===== src/rtl/ctrl_seq.sv =====
// Instruction sequencer for the 8-bit ALU: fetch/decode/execute control, PC, IR,
// 8x8 register file and cf/zf flags, plus load/store and conditional jump handling.
module ctrl_seq #(
  parameter int             PAW    = 8,
  parameter logic [PAW-1:0] RST_PC = '0
) (
  input  logic           clk,
  input  logic           rst_n,
  output logic [PAW-1:0] pa,
  input  logic [15:0]    pd,
  output logic [15:0]    k,
  output logic [7:0]     x,
  output logic [7:0]     y,
  output logic           cf,
  input  logic [7:0]     q,
  input  logic           cl,
  input  logic           zl,
  output logic [7:0]     da,
  input  logic [7:0]     dm,
  output logic [7:0]     dw,
  output logic           we,
  output logic           halted
);

  typedef enum logic [2:0] {
    S_FETCH,
    S_DECODE,
    S_EXEC,
    S_MEM,
    S_HALT
  } state_t;

  state_t         state_q, state_d;
  logic [PAW-1:0] pc_q;
  logic [15:0]    ir_q;
  logic [7:0]     rf [8];
  logic           cf_q, zf_q;

  logic           rf_we, cf_upd, zf_upd, pc_jump, take;
  logic [2:0]     rd;

  // Load data arrives through the ALU's q path, so dm is not consumed here.
  logic           unused_dm;
  assign unused_dm = ^dm;

  assign rd     = ir_q[11:9];
  assign pa     = pc_q;
  assign k      = ir_q;
  assign x      = rf[ir_q[11:9]];
  assign y      = rf[ir_q[5:3]];
  assign cf     = cf_q;
  assign da     = ir_q[8:1];
  assign dw     = q;
  assign halted = (state_q == S_HALT);

  always_comb begin
    unique case (ir_q[11:10])
      2'b00:   take = 1'b1;
      2'b01:   take = zf_q;
      2'b10:   take = cf_q;
      default: take = ~zf_q;
    endcase
  end

  // NOTE: every output of this block gets a default first so no path leaves a
  // value held over from a previous evaluation, which would infer a latch.
  always_comb begin
    state_d = state_q;
    rf_we   = 1'b0;
    cf_upd  = 1'b0;
    zf_upd  = 1'b0;
    pc_jump = 1'b0;
    we      = 1'b0;
    unique case (state_q)
      S_FETCH:  state_d = S_DECODE;
      S_DECODE: state_d = S_EXEC;
      S_EXEC: begin
        state_d = S_FETCH;
        if (!ir_q[15]) begin
          if (ir_q[14:12] < 3'd6) begin
            rf_we  = 1'b1;
            cf_upd = 1'b1;
            zf_upd = 1'b1;
          end
        end else begin
          case (ir_q[14:12])
            3'b000: begin
              if (ir_q[2:0] < 3'd6) begin
                rf_we  = 1'b1;
                cf_upd = 1'b1;
                zf_upd = 1'b1;
              end
            end
            3'b001: begin
              if (ir_q[2:0] < 3'd2) begin
                rf_we  = 1'b1;
                cf_upd = 1'b1;
                zf_upd = 1'b1;
              end else if (ir_q[2:0] == 3'd2) begin
                rf_we  = 1'b1;
                zf_upd = 1'b1;
              end
            end
            3'b010: begin
              if (ir_q[0]) we = 1'b1;
              else         state_d = S_MEM;
            end
            3'b011:  pc_jump = take;
            3'b111:  state_d = S_HALT;
            default: ;
          endcase
        end
      end
      // Load writeback: q carries dm here, carry is left alone.
      S_MEM: begin
        rf_we   = 1'b1;
        zf_upd  = 1'b1;
        state_d = S_FETCH;
      end
      S_HALT:  state_d = S_HALT;
      default: state_d = S_FETCH;
    endcase
  end

  // NOTE: sequential state uses non-blocking assignments so every register
  // samples pre-edge values regardless of statement order.
  always_ff @(posedge clk or negedge rst_n) begin
    if (!rst_n) begin
      state_q <= S_FETCH;
      pc_q    <= RST_PC;
      ir_q    <= '0;
      cf_q    <= 1'b0;
      zf_q    <= 1'b0;
    end else begin
      state_q <= state_d;
      if (state_q == S_DECODE) begin
        ir_q <= pd;
        pc_q <= pc_q + PAW'(1);
      end
      if (pc_jump) pc_q <= PAW'(ir_q[7:0]);
      if (cf_upd)  cf_q <= cl;
      if (zf_upd)  zf_q <= zl;
    end
  end

  // NOTE: the register file is only eight bytes of flops and must read as zero
  // after reset, so it is reset like any other state rather than left as RAM.
  always_ff @(posedge clk or negedge rst_n) begin
    if (!rst_n) begin
      for (int i = 0; i < 8; i++) rf[i] <= 8'h00;
    end else if (rf_we) begin
      rf[rd] <= q;
    end
  end

endmodule


===== config.mk =====
export PLATFORM = sky130hd
export DESIGN_NAME = ctrl_seq
export DESIGN_NICKNAME = d
export VERILOG_FILES = /design/src/rtl/ctrl_seq.sv
export SDC_FILE = /design/constraint.sdc
export NUM_CORES = 1
export LEC_CHECK = 0
export CAP_MARGIN = 5
export CORE_MARGIN = 2
export CORE_UTILIZATION = 35
export CTS_BUF_LIST = sky130_fd_sc_hd__clkbuf_4 sky130_fd_sc_hd__clkbuf_8
export DETAILED_ROUTE_END_ITERATION = 12
export GPL_TIMING_DRIVEN = 0
export SYNTH_ARGS = -nofsm -noshare
export SYNTH_HDL_FRONTEND = slang
export SYNTH_SLANG_ARGS = --single-unit

===== constraint.sdc =====
create_clock -name clk -period 2.4 [get_ports clk]
set_input_delay 0.24 -clock clk [delete_from_list [all_inputs] [get_ports clk]]
set_output_delay 0.24 -clock clk [all_outputs]
set_load 0.05 [all_outputs]

# Word level (Yosys, flattened, before mapping)
# Cells that the tools add are included.
dict set report classes {
  n_eq_ne 11
  muxes 34
  div 0
  reduce_logical 5
  shifts 0
  bitwise_logic 3
  n_lt_le_gt_ge 6
  addsub 1
  multipliers 0
}
# operator n
set op_table {}
lappend op_table {{$bwmux W64} 1}
lappend op_table {{$mux W8} 7}
lappend op_table {{$bmux W8 S3} 2}
lappend op_table {{$demux W8 S3} 1}
lappend op_table {{$eq A3 B2 Y1 const B} 5}
lappend op_table {{$mux W1} 15}
lappend op_table {{$pmux W3 S4} 1}
lappend op_table {{$add A8 B1 Y8 const B} 1}
lappend op_table {{$ge A4 B4 Y1 const B} 2}
lappend op_table {{$not A3 Y4} 2}
lappend op_table {{$eq A3 B1 Y1 const B} 2}
lappend op_table {{$eq A3 B3 Y1 const B} 2}
lappend op_table {{$logic_not A3 Y1} 2}
lappend op_table {{$lt A3 B3 Y1 const B} 2}
lappend op_table {{$pmux W1 S2} 3}
lappend op_table {{$pmux W3 S2} 1}
lappend op_table {{$lt A4 B1 Y1 const B} 1}
lappend op_table {{$lt A3 B2 Y1 const B} 1}
lappend op_table {{$mux W3} 1}
lappend op_table {{$pmux W1 S3} 1}
lappend op_table {{$eq A2 B1 Y1 const B} 1}
lappend op_table {{$eq A2 B2 Y1 const B} 1}
lappend op_table {{$logic_not A2 Y1} 1}
lappend op_table {{$mux W2} 1}
lappend op_table {{other kinds (3)} 3}
dict set report word_totals {
  mem_count 0
  reg_bits 93
  mem_bits_ro 0
  latchBits 0
  out_inout_bits 59
  ramBits 0
}

# Longest topological paths before layout
# Gate-level depths: netlist (run 1).
dict set report depth {
  word_depth 6
  ltp_mapped 6
  mapped_depth_nobuf 5
}

# Worst setup path before layout (run 1)
# Ideal clock, no wire load.
dict set report synth_path {
  kind {register to output}
  startpoint {reg ir_q[11] (netlist: k[11])}
  endpoint {out x[6]}
  setup_slack_ns -0.633
  stages_incl_launch_ff 6
  t_arrival_ns 2.793
  t_required_ns 2.160
  path_buffers 3
  cell_sequence {dfrtp_1 > clkbuf_1 > buf_2 > buf_1 > a221oi_1 > o21ai_0}
}
dict set report synth_via {
  elab_chain_len 4
}
# element line_no
set synth_rtl {}
lappend synth_rtl {{from (decl)} 35} ;# logic [15:0] ir_q;
lappend synth_rtl {{from (signal assigned)} 137} ;# ir_q <= pd;
lappend synth_rtl {{$not A3 Y4 (not written as such)} 49} ;# assign x = rf[ir_q[11:9]];
lappend synth_rtl {{$bmux W8 S3} 49}
lappend synth_rtl {{$mux W8 (not written as such) (2 in a row)} 49}
lappend synth_rtl {{to (decl)} 12} ;# output logic [7:0] x,
# Every way passes these cells. The select of a mux whose other input is x is not followed.

# Final worst setup path (run 1)
dict set report layout_path {
  startpoint {reg ir_q[4] (netlist: k[4])}
  endpoint {out y[2]}
}
dict set report layout_via {
  elab_chain_len 4
}
# element line_no
set layout_rtl {}
lappend layout_rtl {{$not A3 Y4 (not written as such)} 50} ;# assign y = rf[ir_q[5:3]];
lappend layout_rtl {{$bmux W8 S3} 50}
lappend layout_rtl {{$mux W8 (not written as such) (2 in a row)} 50}
lappend layout_rtl {{to (decl)} 13} ;# output logic [7:0] y,
# Every way passes these cells. The select of a mux whose other input is x is not followed.

==> out/summary.txt, run 1 <==
Top cell type by total area after synthesis = sky130_fd_sc_hd__dfrtp_1
Number of buffers inserted by port buffering = 86
Area of all sequential standard cells = 2340 sq um
Share of the synthesized area in the top cell type = 46.8%
1st-iter DRT viols = 335
Synth Area in Adders = 0.453%
Async SR Flop Fraction = 100%
Crit Path Max Fanout = 11
Clock buffers created by TritonCTS = 9
Antenna diode count = 0
Simple-gate area share of the yosys netlist = 9.88%
Category of the worst setup path launch point = register
Layout area overhead = 27.8%
Width of the chip = 123 microns
Post-synthesis instance area = 4970 sq um
Leading cell types by total area after synthesis = sky130_fd_sc_hd__dfrtp_1, sky130_fd_sc_hd__mux2_2, sky130_fd_sc_hd__mux4_2
Area of the die = 15200 sq um
Clock Latency Late Sink = 0.38 ns
Die outline height = 123 microns
Total clock sinks = 93
Result of the run = finished, final reports clean
Synth Area in Compound Gates = 9.21%
Detailed-router iteration count before antenna repair = 5
Synthesis Warnings = 0
Start-to-end type of the worst setup path = reg2out
Count of mapped cells out of synthesis = 411
Average vias per placed instance = 5.42
Average detailed-routed wire length per instance = 19.9 microns
Area used by multi-input combinational logic = 2470 sq um
Setup TNS Final = 0 ns
Routability Congestion = 0.903
Dominant synthesized flop cell = sky130_fd_sc_hd__dfrtp_1
End-of-flow core utilization = 45.8%
Std-Cell Rows = 43
Sum of net half-perimeters after detailed placement = 9600 microns
Worst clock skew = 0.0178 ns
Maximum count of clock buffers along a single path = 2
Post-synthesis cell type count = 49
Unrepaired setup endpoints after global routing = true
HP Class = in2reg
Core area = 13900 sq um
Initial core utilization = 35.8%
Max transition margin = 40.0%
Antenna viol nets, final = 0
Largest net degree at the start of global routing = 49
Number of max-slew violations in the final report = 0
Detailed-route DRC error count = 0
Clk pin slew, worst setup/hold paths = 0.09 ns
Worst endpoint required time = 2.16 ns
Reported max-cap violation count = 0
Count of pins on the block boundary = 95
Final layout net count = 544
Mean instance size in the synthesized netlist = 12.1 sq um
Multiplexer fraction of the synthesized cell area = 28.3%
Seq cells post-synth = 93
Vias after detailed routing = 3754
Residual overflow from global routing = 0
Combinational family with the most area after synthesis = multiplexers
Post-synth EDFFs = 0
Period utilisation layout = 97.0%
Count of H-tree levels built during CTS = 3
Root Buffer = sky130_fd_sc_hd__clkbuf_8
WL final = 13800 microns
Vias in the first global route = 3706
Final Setup Violations = 0
Arrival time worst endpoint = 2.09 ns
Maximum clock frequency = 0.430 GHz
Final Hold Fails = 0
Filler cell count in the final layout = 1293
Global-route wire length before repair = 21000 microns
Slew @ Worst Pin = 0.899 ns
Sequential fraction of the synthesis area = 46.8%
Post-route minimum period = 2.33 ns
Global routing usage summed across all routing layers = 18.6%
Post-synthesis net count = 448
TritonCTS clock tree = yes
Xor/xnor cell area share of the yosys netlist = 0.352%
Type of destination of the critical path = output port
Antenna violations before repair = 0
Layout cell share with drive strength beyond 1 = 37.1%
Yosys cell counts (all sizes together) (6+ instances only):
cell type  count
dfrtp         93
nor2b          6
clkbuf         8
o21ai          6
nand2         59
mux2          79
a21oi         11
buf           31
mux4          20
nor2           9
mux2i          7
nand3          7
a221oi         9
inv            8
registers in the layout, indices dropped and copies added, names as in the netlist:
signal   cells
k           16
zf_q         1
state_q      3
rf          64
cf           1
pa           8
cells in the final DEF, fill, tap and decap left out, types with 5 or more instances in the layout:
| master | n |
|---|---|
| sky130_fd_sc_hd__a21oi_1 | 6 |
| sky130_fd_sc_hd__buf_4 | 24 |
| sky130_fd_sc_hd__o21ai_0 | 5 |
| sky130_fd_sc_hd__inv_1 | 8 |
| sky130_fd_sc_hd__dfrtp_1 | 88 |
| sky130_fd_sc_hd__clkdlybuf4s50_1 | 68 |
| sky130_fd_sc_hd__nor2_1 | 9 |
| sky130_fd_sc_hd__clkbuf_4 | 6 |
| sky130_fd_sc_hd__mux2i_1 | 7 |
| sky130_fd_sc_hd__buf_2 | 19 |
| sky130_fd_sc_hd__mux2_2 | 79 |
| sky130_fd_sc_hd__a221oi_1 | 7 |
| sky130_fd_sc_hd__a221o_1 | 5 |
| sky130_fd_sc_hd__a22oi_1 | 5 |
| sky130_fd_sc_hd__mux4_2 | 20 |
| sky130_fd_sc_hd__nand3_1 | 7 |
| sky130_fd_sc_hd__clkbuf_8 | 9 |
| sky130_fd_sc_hd__nand2_1 | 59 |
final cells by class:
class                           count  area share, %
Buffer                             35           3.86
Clock inverter                      4           1.14
Clock buffer                       12           2.30
Timing Repair Buffer               89           13.0
Multi-Input combinational cell    271           38.9
Tap cell                          180           3.54
Inverter                            8          0.472
Sequential cell                    93           36.7
metal layers:
layer  vias up  track usage [%]  wire length [microns]
met4         0             7.74                    326
met2       110             28.8                   6630
met3        24             3.18                    606
met5         -                0                      0
met1      1936             25.8                   6230
li1       1684                -                      -
through the flow:
step	area [sq um]	std cells	hold WS [ns]	setup WS (ns)
2_1_floorplan	5020	411	-0.0556	-0.0131
3_3_place_gp	6110	677	0.503	-2.83
3_5_place_dp	6130	678	0.295	-0.833
4_1_cts	6350	693	0.377	-0.00543
5_1_grt	6360	692	0.388	-0.000963
6_report	6360	692	0.390	0.0731
critical path, stage by stage (launching register included):
cell	delay (ns)
sky130_fd_sc_hd__dfrtp_4	0.56
sky130_fd_sc_hd__clkbuf_4	0.31
sky130_fd_sc_hd__mux4_2	0.33
sky130_fd_sc_hd__mux2_2	0.31
sky130_fd_sc_hd__buf_4	0.20
worst paths after layout:
| check | startpoint | endpoint | slack, ns | cells after the start |
|---|---|---|---|---|
| setup / recovery | k[4] | y[2] | 0.07 | 4 |
| hold / removal | pd[13] | k[13] | 0.39 | 3 |
| setup reg to reg | k[12] | rf[1] | 0.08 | 6 |
| hold reg to reg | k[8] | k[8] | 0.52 | 2 |
| max in group asynchronous | rst_n | k[9] | 1.30 | 3 |
| min in group asynchronous | rst_n | rf[19] | 0.43 | 2 |
cells by family after synthesis:
| group | count (synthesis) |
|---|---|
| compound gates | 56 |
| xor+xnor | 2 |
| fa+ha+maj | 2 |
| buf+inv | 47 |
| flops | 93 |
| mux | 106 |
| simple gates | 105 |
timing repair:
| item | CTS | global route |
|---|---|---|
| hold buffers | 1 | 0 |
| endpoints found under the hold margin | 45 | 0 |
| buffers inserted | 0 | 1 |
| resized for setup | 104 | 14 |
| setup endpoints to repair | 17 | 24 |
| pin swaps | 0 | 2 |
Power of run 1 is left out: the tool's default activity adds up to more than one toggle a clock period on the data nets, which glitch-free logic cannot reach.
==> inputs of run 2 (changes only) <==
--- a/config.mk
+++ b/config.mk
@@ -11,6 +11,7 @@
 export CTS_BUF_LIST = sky130_fd_sc_hd__clkbuf_4 sky130_fd_sc_hd__clkbuf_8
 export DETAILED_ROUTE_END_ITERATION = 12
 export GPL_TIMING_DRIVEN = 0
+export SETUP_SLACK_MARGIN = 0.05
 export SYNTH_ARGS = -nofsm -noshare
 export SYNTH_HDL_FRONTEND = slang
 export SYNTH_SLANG_ARGS = --single-unit
==> run 2 against run 1 <==
Critical path depth is 1 higher. Largest cell class unchanged. Via count is 1.8% higher. Clock skew is 0.0038 ns lower. First-iteration DRC count is 16% lower. Register-to-register slack better by 0.15 ns. Cell area is 3.4% higher. Worst hold slack better by 0.0072 ns. Flip-flop and latch count stayed put.
==> out/summary.txt, run 2 (same netlist as run 1, synthesis figures left out) <==
Result of the run = finished, final reports clean
Slew @ Worst Pin = 0.800 ns
Maximum clock frequency = 0.433 GHz
Crit Path Max Fanout = 10
Global-route wire length before repair = 20900 microns
Unrepaired setup endpoints after global routing = true
Final Hold Fails = 0
Category of the worst setup path launch point = register
Largest net degree at the start of global routing = 49
Sum of net half-perimeters after detailed placement = 9520 microns
1st-iter DRT viols = 281
Residual overflow from global routing = 0
Root Buffer = sky130_fd_sc_hd__clkbuf_8
Maximum count of clock buffers along a single path = 2
Reg2Reg Capture Point = rf[16]
Critical Path Start = k[11]
Post-Layout Cell Count = 703
FF-to-FF setup slack = 0.23 ns
Most common cell after layout, fill and taps aside = sky130_fd_sc_hd__dfrtp_1
Average detailed-routed wire length per instance = 19.8 microns
Final layout net count = 555
TritonCTS clock tree = yes
Number of flip-flops in the largest register = 64
Initial core utilization = 35.8%
Clk pin slew, worst setup/hold paths = 0.09 ns
Global routing usage summed across all routing layers = 18.6%
Type of destination of the critical path = output port
Arrival time worst endpoint = 2.07 ns
Max transition margin = 46.7%
Vias after detailed routing = 3821
Period utilisation layout = 96.3%
Reg2reg start = k[12]
End-of-flow core utilization = 47.4%
Worst clock skew = 0.0140 ns
Vias in the first global route = 3726
Number of max-slew violations in the final report = 0
Die outline height = 123 microns
Capturing element of the worst setup path = x[0]
Std-Cell Rows = 43
Start-to-end type of the worst setup path = reg2out
Final Setup Violations = 0
Count of H-tree levels built during CTS = 3
Width of the chip = 123 microns
HP Class = in2reg
Clock buffers created by TritonCTS = 9
Most flops, register = rf
Layout area overhead = 32.2%
Antenna viol nets, final = 0
Detailed-router iteration count before antenna repair = 4
Path depth of the worst reg2reg path = 6
Detailed-route DRC error count = 0
DP Cell Count = 678
Worst endpoint required time = 2.16 ns
Routability Congestion = 0.895
Number of buffers inserted by port buffering = 86
Antenna diode count = 0
WL final = 13900 microns
Reported max-cap violation count = 0
Commonest cells after routing, fill and taps aside = sky130_fd_sc_hd__dfrtp_1, sky130_fd_sc_hd__mux2_2, sky130_fd_sc_hd__clkdlybuf4s50_1, sky130_fd_sc_hd__nand2_1, sky130_fd_sc_hd__buf_4
Core area = 13900 sq um
Clock Latency Late Sink = 0.36 ns
Area of the die = 15200 sq um
Layout cell share with drive strength beyond 1 = 39.0%
Post-route minimum period = 2.31 ns
Count of pins on the block boundary = 95
Antenna violations before repair = 0
Total clock sinks = 93
Average vias per placed instance = 5.44
run 2: cell types whose count changed in the layout (fill, tap and decap cells not counted), sizes merged:
cell	delta
buf	+9
clkbuf	+2
clkdlybuf4s15	+1
dlygate4sd2	-1
run 2: per-layer routing:
layer / GRT usage [%] / share of wire [%]
met1: 25.9 / 45
met2: 29.6 / 49
met3: 2.17 / 4.4
met4: 7.39 / 2.1
met5: 0 / 0
run 2: worst min path at each step:
stage | start | end | slack (ns) | cells past startpoint
after floorplan | rst_n | cf | -0.06 | 0
after global placement | k[8] | k[8] | 0.51 | 2
after detailed placement | rst_n | rf[3] | 0.30 | 1
after CTS | pd[8] | k[8] | 0.39 | 3
after global routing | pd[13] | k[13] | 0.40 | 3
final | pd[8] | k[8] | 0.40 | 3
run 2: repair_timing:
action,in CTS,in global routing
setup buffers,1,7
cloned,0,1
hold endpoints to repair,45,0
endpoints found under the setup margin,17,73
hold buffers,1,0
resized for setup,111,22
pin swaps,0,2
run 2: final cells by class:
type | instances | area, sq um
timing repair buffer | 97 | 953
buffer | 38 | 290
clock buffer | 12 | 146
clock inverter | 4 | 72.6
inverter | 8 | 30.0
fill | 1291 | 7300
multi-input combinational | 271 | 2530
tap | 180 | 225
sequential | 93 | 2330
run 2: critical path, stage by stage, from the launching register on:
cell,delay [ns]
sky130_fd_sc_hd__dfrtp_2,0.49
sky130_fd_sc_hd__buf_6,0.21
sky130_fd_sc_hd__buf_4,0.24
sky130_fd_sc_hd__mux2i_1,0.30
sky130_fd_sc_hd__o221ai_4,0.12
sky130_fd_sc_hd__clkdlybuf4s15_2,0.34
run 2: metrics by stage:
stage          area [sq um]  hold slack [ns]  worst slack [ns]   TNS, ns
2_1_floorplan          5030          -0.0556           -0.0131   -0.0131
3_3_place_gp           6110            0.505             -2.82   -239.28
3_5_place_dp           6140            0.298            -0.859    -11.01
4_1_cts                6410            0.388            0.0506         0
5_1_grt                6580            0.397          -0.00590  -0.00590
6_report               6580            0.397            0.0899         0
Power of run 2 is left out for the same reason.
==> inputs of run 3 (changes only) <==
==> constraint.sdc (replaced) <==
create_clock -name clk -period 2 [get_ports clk]
set_input_delay 0.2 -clock clk [delete_from_list [all_inputs] [get_ports clk]]
set_output_delay 0.2 -clock clk [all_outputs]
set_load 0.05 [all_outputs]
==> run 3 against run 2 <==
The run now ends with negative setup slack left. Utilization up 8.7 points. Critical path depth stayed put. Via count increased by 7.1%. Clock skew decreased by 0.0083 ns. Cell area up 18%. Sequential share of layout area is 5.4 points lower. Flip-flop and latch count unchanged. First-iteration DRC count up 6.4%. Worst hold slack worse by 0.062 ns. Setup slack worse by 0.28 ns.
==> out/summary.txt, run 3 (same netlist as run 1, synthesis figures left out) <==
Vias after detailed routing = 4093
Detailed-route DRC error count = 0
Std-Cell Rows = 43
Core area = 13900 sq um
TritonCTS clock tree = yes
Number of flip-flops in the largest register = 64
Period utilisation layout = 110%
Reported max-cap violation count = 0
Slew @ Worst Pin = 0.606 ns
DP Cell Count = 678
Maximum count of clock buffers along a single path = 2
Final Hold Fails = 0
Antenna diode count = 0
Result of the run = finished, violations left
Global routing usage summed across all routing layers = 20.4%
FF-to-FF setup slack = -0.01 ns
Crit Path Max Fanout = 6
Unrepaired setup endpoints after global routing = true
Most flops, register = rf
Layout area overhead = 56.6%
Most common cell after layout, fill and taps aside = sky130_fd_sc_hd__dfrtp_1
Count of H-tree levels built during CTS = 3
Count of pins on the block boundary = 95
Root Buffer = sky130_fd_sc_hd__clkbuf_8
Largest net degree at the start of global routing = 50
Commonest cells after routing, fill and taps aside = sky130_fd_sc_hd__dfrtp_1, sky130_fd_sc_hd__nand2_1, sky130_fd_sc_hd__buf_4, sky130_fd_sc_hd__clkdlybuf4s50_1, sky130_fd_sc_hd__mux2_4
Layout cell share with drive strength beyond 1 = 52.6%
Routability Congestion = 0.868
Clock Latency Late Sink = 0.38 ns
Max transition margin = 59.6%
Final Setup Violations = 19
HP Class = in2reg
WL final = 15900 microns
Width of the chip = 123 microns
Filler cell count in the final layout = 1136
Number of buffers inserted by port buffering = 86
Average detailed-routed wire length per instance = 21.0 microns
Start-to-end type of the worst setup path = reg2out
Die outline height = 123 microns
Clk pin slew, worst setup/hold paths = 0.09 ns
1st-iter DRT viols = 299
Violated checks = negative setup slack
Total clock sinks = 93
Sum of net half-perimeters after detailed placement = 9440 microns
Dpl ws = -0.811 ns
Maximum clock frequency = 0.456 GHz
Hold_ws = 0.334 ns
Initial core utilization = 35.8%
Antenna violations before repair = 0
Residual overflow from global routing = 0
Post-route minimum period = 2.19 ns
Number of max-slew violations in the final report = 0
Clock buffers created by TritonCTS = 9
Worst endpoint required time = 1.80 ns
Final layout net count = 608
Antenna viol nets, final = 0
Arrival time worst endpoint = 1.99 ns
Vias in the first global route = 4070
Global-route wire length before repair = 22900 microns
Average vias per placed instance = 5.41
Category of the worst setup path launch point = register
Type of destination of the critical path = output port
Area of the die = 15200 sq um
Worst clock skew = 0.00565 ns
Detailed-router iteration count before antenna repair = 4
Worst Setup Slack, final = -0.191 ns
Post-Layout Cell Count = 756
==> run 3: cell types whose count changed in the layout (fill, tap and decap cells not counted), sizes merged <==
cell	delta
clkbuf	-2
clkinv	+1
clkinvlp	+1
bufbuf	+1
dlymetal6s2s	+3
bufinv	-1
dlygate4sd2	+10
clkdlybuf4s50	-18
buf	+58
==> run 3: metal layers <==
layer / routed length [microns] / vias to the layer above / GRT usage (%)
met2: 7750 / 168 / 33.4
met5: 0 / - / 0
met3: 1050 / 36 / 5.07
li1: - / 1812 / -
met4: 455 / 0 / 6.75
met1: 6640 / 2077 / 26.6
==> run 3: path summary, 6_finish.rpt <==
kind / start / to / cells past startpoint
hold / removal: pd[7] / k[7] / 3
max in group asynchronous: rst_n / state_q[2] / 3
min in group asynchronous: rst_n / rf[43] / 2
setup reg to reg: k[12] / rf[53] / 7
setup / recovery: k[3] / y[0] / 5
hold reg to reg: k[8] / k[8] / 2
==> run 3: final cells by class <==
cell class / instances / area [sq um] / area share, %
tap: 180 / 225 / 2.89
multi-input combinational: 271 / 2970 / 38.1
clock inverter: 5 / 58.8 / 0.755
timing repair buffer: 149 / 1570 / 20.2
buffer: 39 / 442 / 5.67
sequential: 93 / 2340 / 30.1
inverter: 8 / 30.0 / 0.386
clock buffer: 11 / 151 / 1.94
==> run 3: critical path, stage by stage, from the launching register on <==
cell	delay, ns
sky130_fd_sc_hd__dfrtp_2	0.39
sky130_fd_sc_hd__buf_12	0.13
sky130_fd_sc_hd__buf_12	0.14
sky130_fd_sc_hd__mux4_2	0.51
sky130_fd_sc_hd__mux2_4	0.29
sky130_fd_sc_hd__buf_6	0.15
==> run 3: through the flow <==
stage / util (%) / setup TNS (ns) / instance area, sq um
6_report: 56.1 / -2.29 / 7790
5_1_grt: 56.1 / -3.55 / 7790
4_1_cts: 52.7 / -2.39 / 7320
3_5_place_dp: 45.0 / -25.13 / 6240
3_3_place_gp: 44.8 / -286.63 / 6220
2_1_floorplan: - / -0.0341 / 5130
==> run 3: repair_timing <==
item / CTS / global route
hold buffers: 1 / 0
pin swaps: 18 / 14
setup buffers: 38 / 18
resized for setup: 243 / 73
endpoints found under the setup margin: 112 / 78
gates cloned: 3 / 2
endpoints found under the hold margin: 44 / 0
Power of run 3 is left out for the same reason.
==> patch: new RTL, flow settings as in run 1 <==
The parameter `PAW` goes from 8 to 12.
--- a/src/rtl/ctrl_seq.sv
+++ b/src/rtl/ctrl_seq.sv
@@ -2,5 +2,5 @@
 // 8x8 register file and cf/zf flags, plus load/store and conditional jump handling.
 module ctrl_seq #(
-  parameter int             PAW    = 8,
+  parameter int             PAW    = 12,
   parameter logic [PAW-1:0] RST_PC = '0
 ) (
Ports: changed (resized pa); port bits go from 95 to 99. The function was not compared with the original's and may differ.
==> patch against run 1 <==
  * Worst setup slack worse by 6.1 ps
  * Routed wire length grew 6.3%
  * Maximum frequency decreased by 0.26%
  * Final area increased by 10%
  * Sequential cell count is 4 higher
  * Register-to-register slack improved by 70 ps
  * Area after synthesis up 3.9%
  * Count of clock-buffer cells in the layout decreased by 2
  * Synthesized cell count is 2.2% higher
  * Critical path type unchanged
Power is left out: the tool's default activity adds up to more than one toggle a clock period on the data nets, which glitch-free logic cannot reach.
==> patch: results (changes against run 1) <==
- Status: finished, final reports clean (unchanged).
- Data arrival time of the critical path: 2090 ps (about the same)
- Normalized max-slew margin: 61.3% (was 40.0%)
- The pin count of the biggest net entering global routing was 57 (was 49).
* Vias after detailed routing: 3900 (was 3754)
* Clock insertion delay at the later pin of the skew report: 390 ps
* Largest fanout of any net on the critical path: 4 (was 11)
- Distinct cell type count of the synthesized netlist: 46 (was 49)
- The total congestion overflow is 0 (unchanged).
- The total half-perimeter wirelength after legalization and detailed placement was 9.48 mm (was 9.60 mm).
- Class of the tightest hold or removal check: in -> reg (unchanged)
- The number of nets in the layout was 575 (was 544).
- The layout-stage area growth over the synthesis result came to 35.3% (was 27.8%).
* Part of the Yosys area used for sequential elements: 47.0% (was 46.8%)
- Commonest cells post-synth: 97 x dfrtp_1, 83 x mux2_2, 64 x nand2_1, 22 x mux4_2, 16 x buf_4 (was 93 x dfrtp_1, 79 x mux2_2, 59 x nand2_1, 20 x mux4_2, 16 x buf_4).
- Top cells by area, synth: dfrtp_1 47%, mux2_2 18%, mux4_2 9.6% (was dfrtp_1 47%, mux2_2 18%, mux4_2 9.1%)
- The setup skew after layout came to 15.4 ps (was 17.8 ps).
- Number of search-and-repair iterations in the first detailed-routing pass: 4 (was 5)
* Slowest cell on the critical path: mux4_2 (was dfrtp_4)
* Fill cell instance count of the final layout: 1307 (was 1293)
- Cell area reported after detailed placement: 0.00638 sq mm (was 0.00613 sq mm)
- Iteration-0 DRC count of the detailed router: 279 (was 335)
- First-pass GRT wire length: 22.6 mm (was 21.0 mm)
* Largest register FFs: 64 (unchanged)
- The ratio of cells with drive above 1 in the final layout is 41.3% (was 37.1%).
- Syn_nets: 457 (was 448)
- The number of global-route vias before repair was 3988 (was 3706).
- Routability congestion estimate: 0.835 (was 0.903)
- The TritonCTS buffer count is 9 (unchanged).
- Stage delay of the slowest cell on the critical path: 500 ps (was 560 ps)
- Clk Tree Root Cell: clkbuf_8 (unchanged)
* Avg WL per Cell: 20.2 um (was 19.9 um)
- Total routing usage reported by global routing: 18.8% (was 18.6%)
- The number of input and output port buffers inserted was 90 (was 86).
- The worst-case setup slack after placement is -950 ps (was -833 ps).
patch: cell count changes in the layout (fill, tap and decap cells not counted), sizes merged, moves of 4 or more:
cell,before,now
xnor2,1,8
nand2,59,64
dfrtp,93,97
mux2,79,84
mux2i,7,1
clkdlybuf4s50,68,72
buf,47,61
a21oi,11,4
nor2,9,13
patch: through the flow:
step	instances	hold slack [ps]
final	727	376
after global routing	727	381
after CTS	720	361
after detailed placement	695	270
after global placement	694	489
after floorplan	420	-55.6
patch: final cells by class:
cell class / count / share of cell area [%]
inverters: 5 / 0.322
repair buffers: 108 / 15.4
clock inverters: 6 / 1.31
well taps: 184 / 3.29
multi-input cells: 279 / 38.2
clock buffers: 10 / 1.88
plain buffers: 38 / 4.74
flip-flops and latches: 97 / 34.8
patch: tightest hold or removal path: cells and delay by family:
family / cells / cell delay, ps
buffers and inverters: 1 / 400
AND/OR/NAND/NOR: 2 / 100
patch: cells by family after synthesis:
family	Yosys count	share of synthesized area, %
and+or+nand+nor	117	10.9
muxes	107	28.1
DFF	97	47.0
AOI/OAI and AO/OA	45	7.77
buffers and inverters	44	4.48
xor gates and xnor gates	8	1.36
adders and majority gates	2	0.436
patch: what timing repair did:
action                                 CTS  global route
gates resized for setup                131            39
endpoints found under the hold margin   41             0
buffers inserted                         8             7
gates cloned                             1             0
hold buffers                             1             0
pin swaps                                1             2
setup endpoints to repair               65            68
patch: path summary, 6_finish.rpt:
path	depth (start not counted)	endpoint	slack, ps	start
min in group asynchronous	2	rf[23]	390	rst_n
worst min-delay path	3	k[10]	380	pd[10]
worst max register to register	6	rf[25]	150	k[12]
worst min register to register	2	k[8]	530	k[8]
worst max-delay path	5	y[2]	70	k[3]
max in group asynchronous	3	state_q[2]	1320	rst_n
patch: layer usage:
metal	track usage [%]	vias to the layer above	share of wire [%]
met5	0	-	0
met4	6.21	0	1.9
met3	6.20	23	7.2
met2	28.6	144	45
met1	25.4	1961	46
li1	-	1772	-
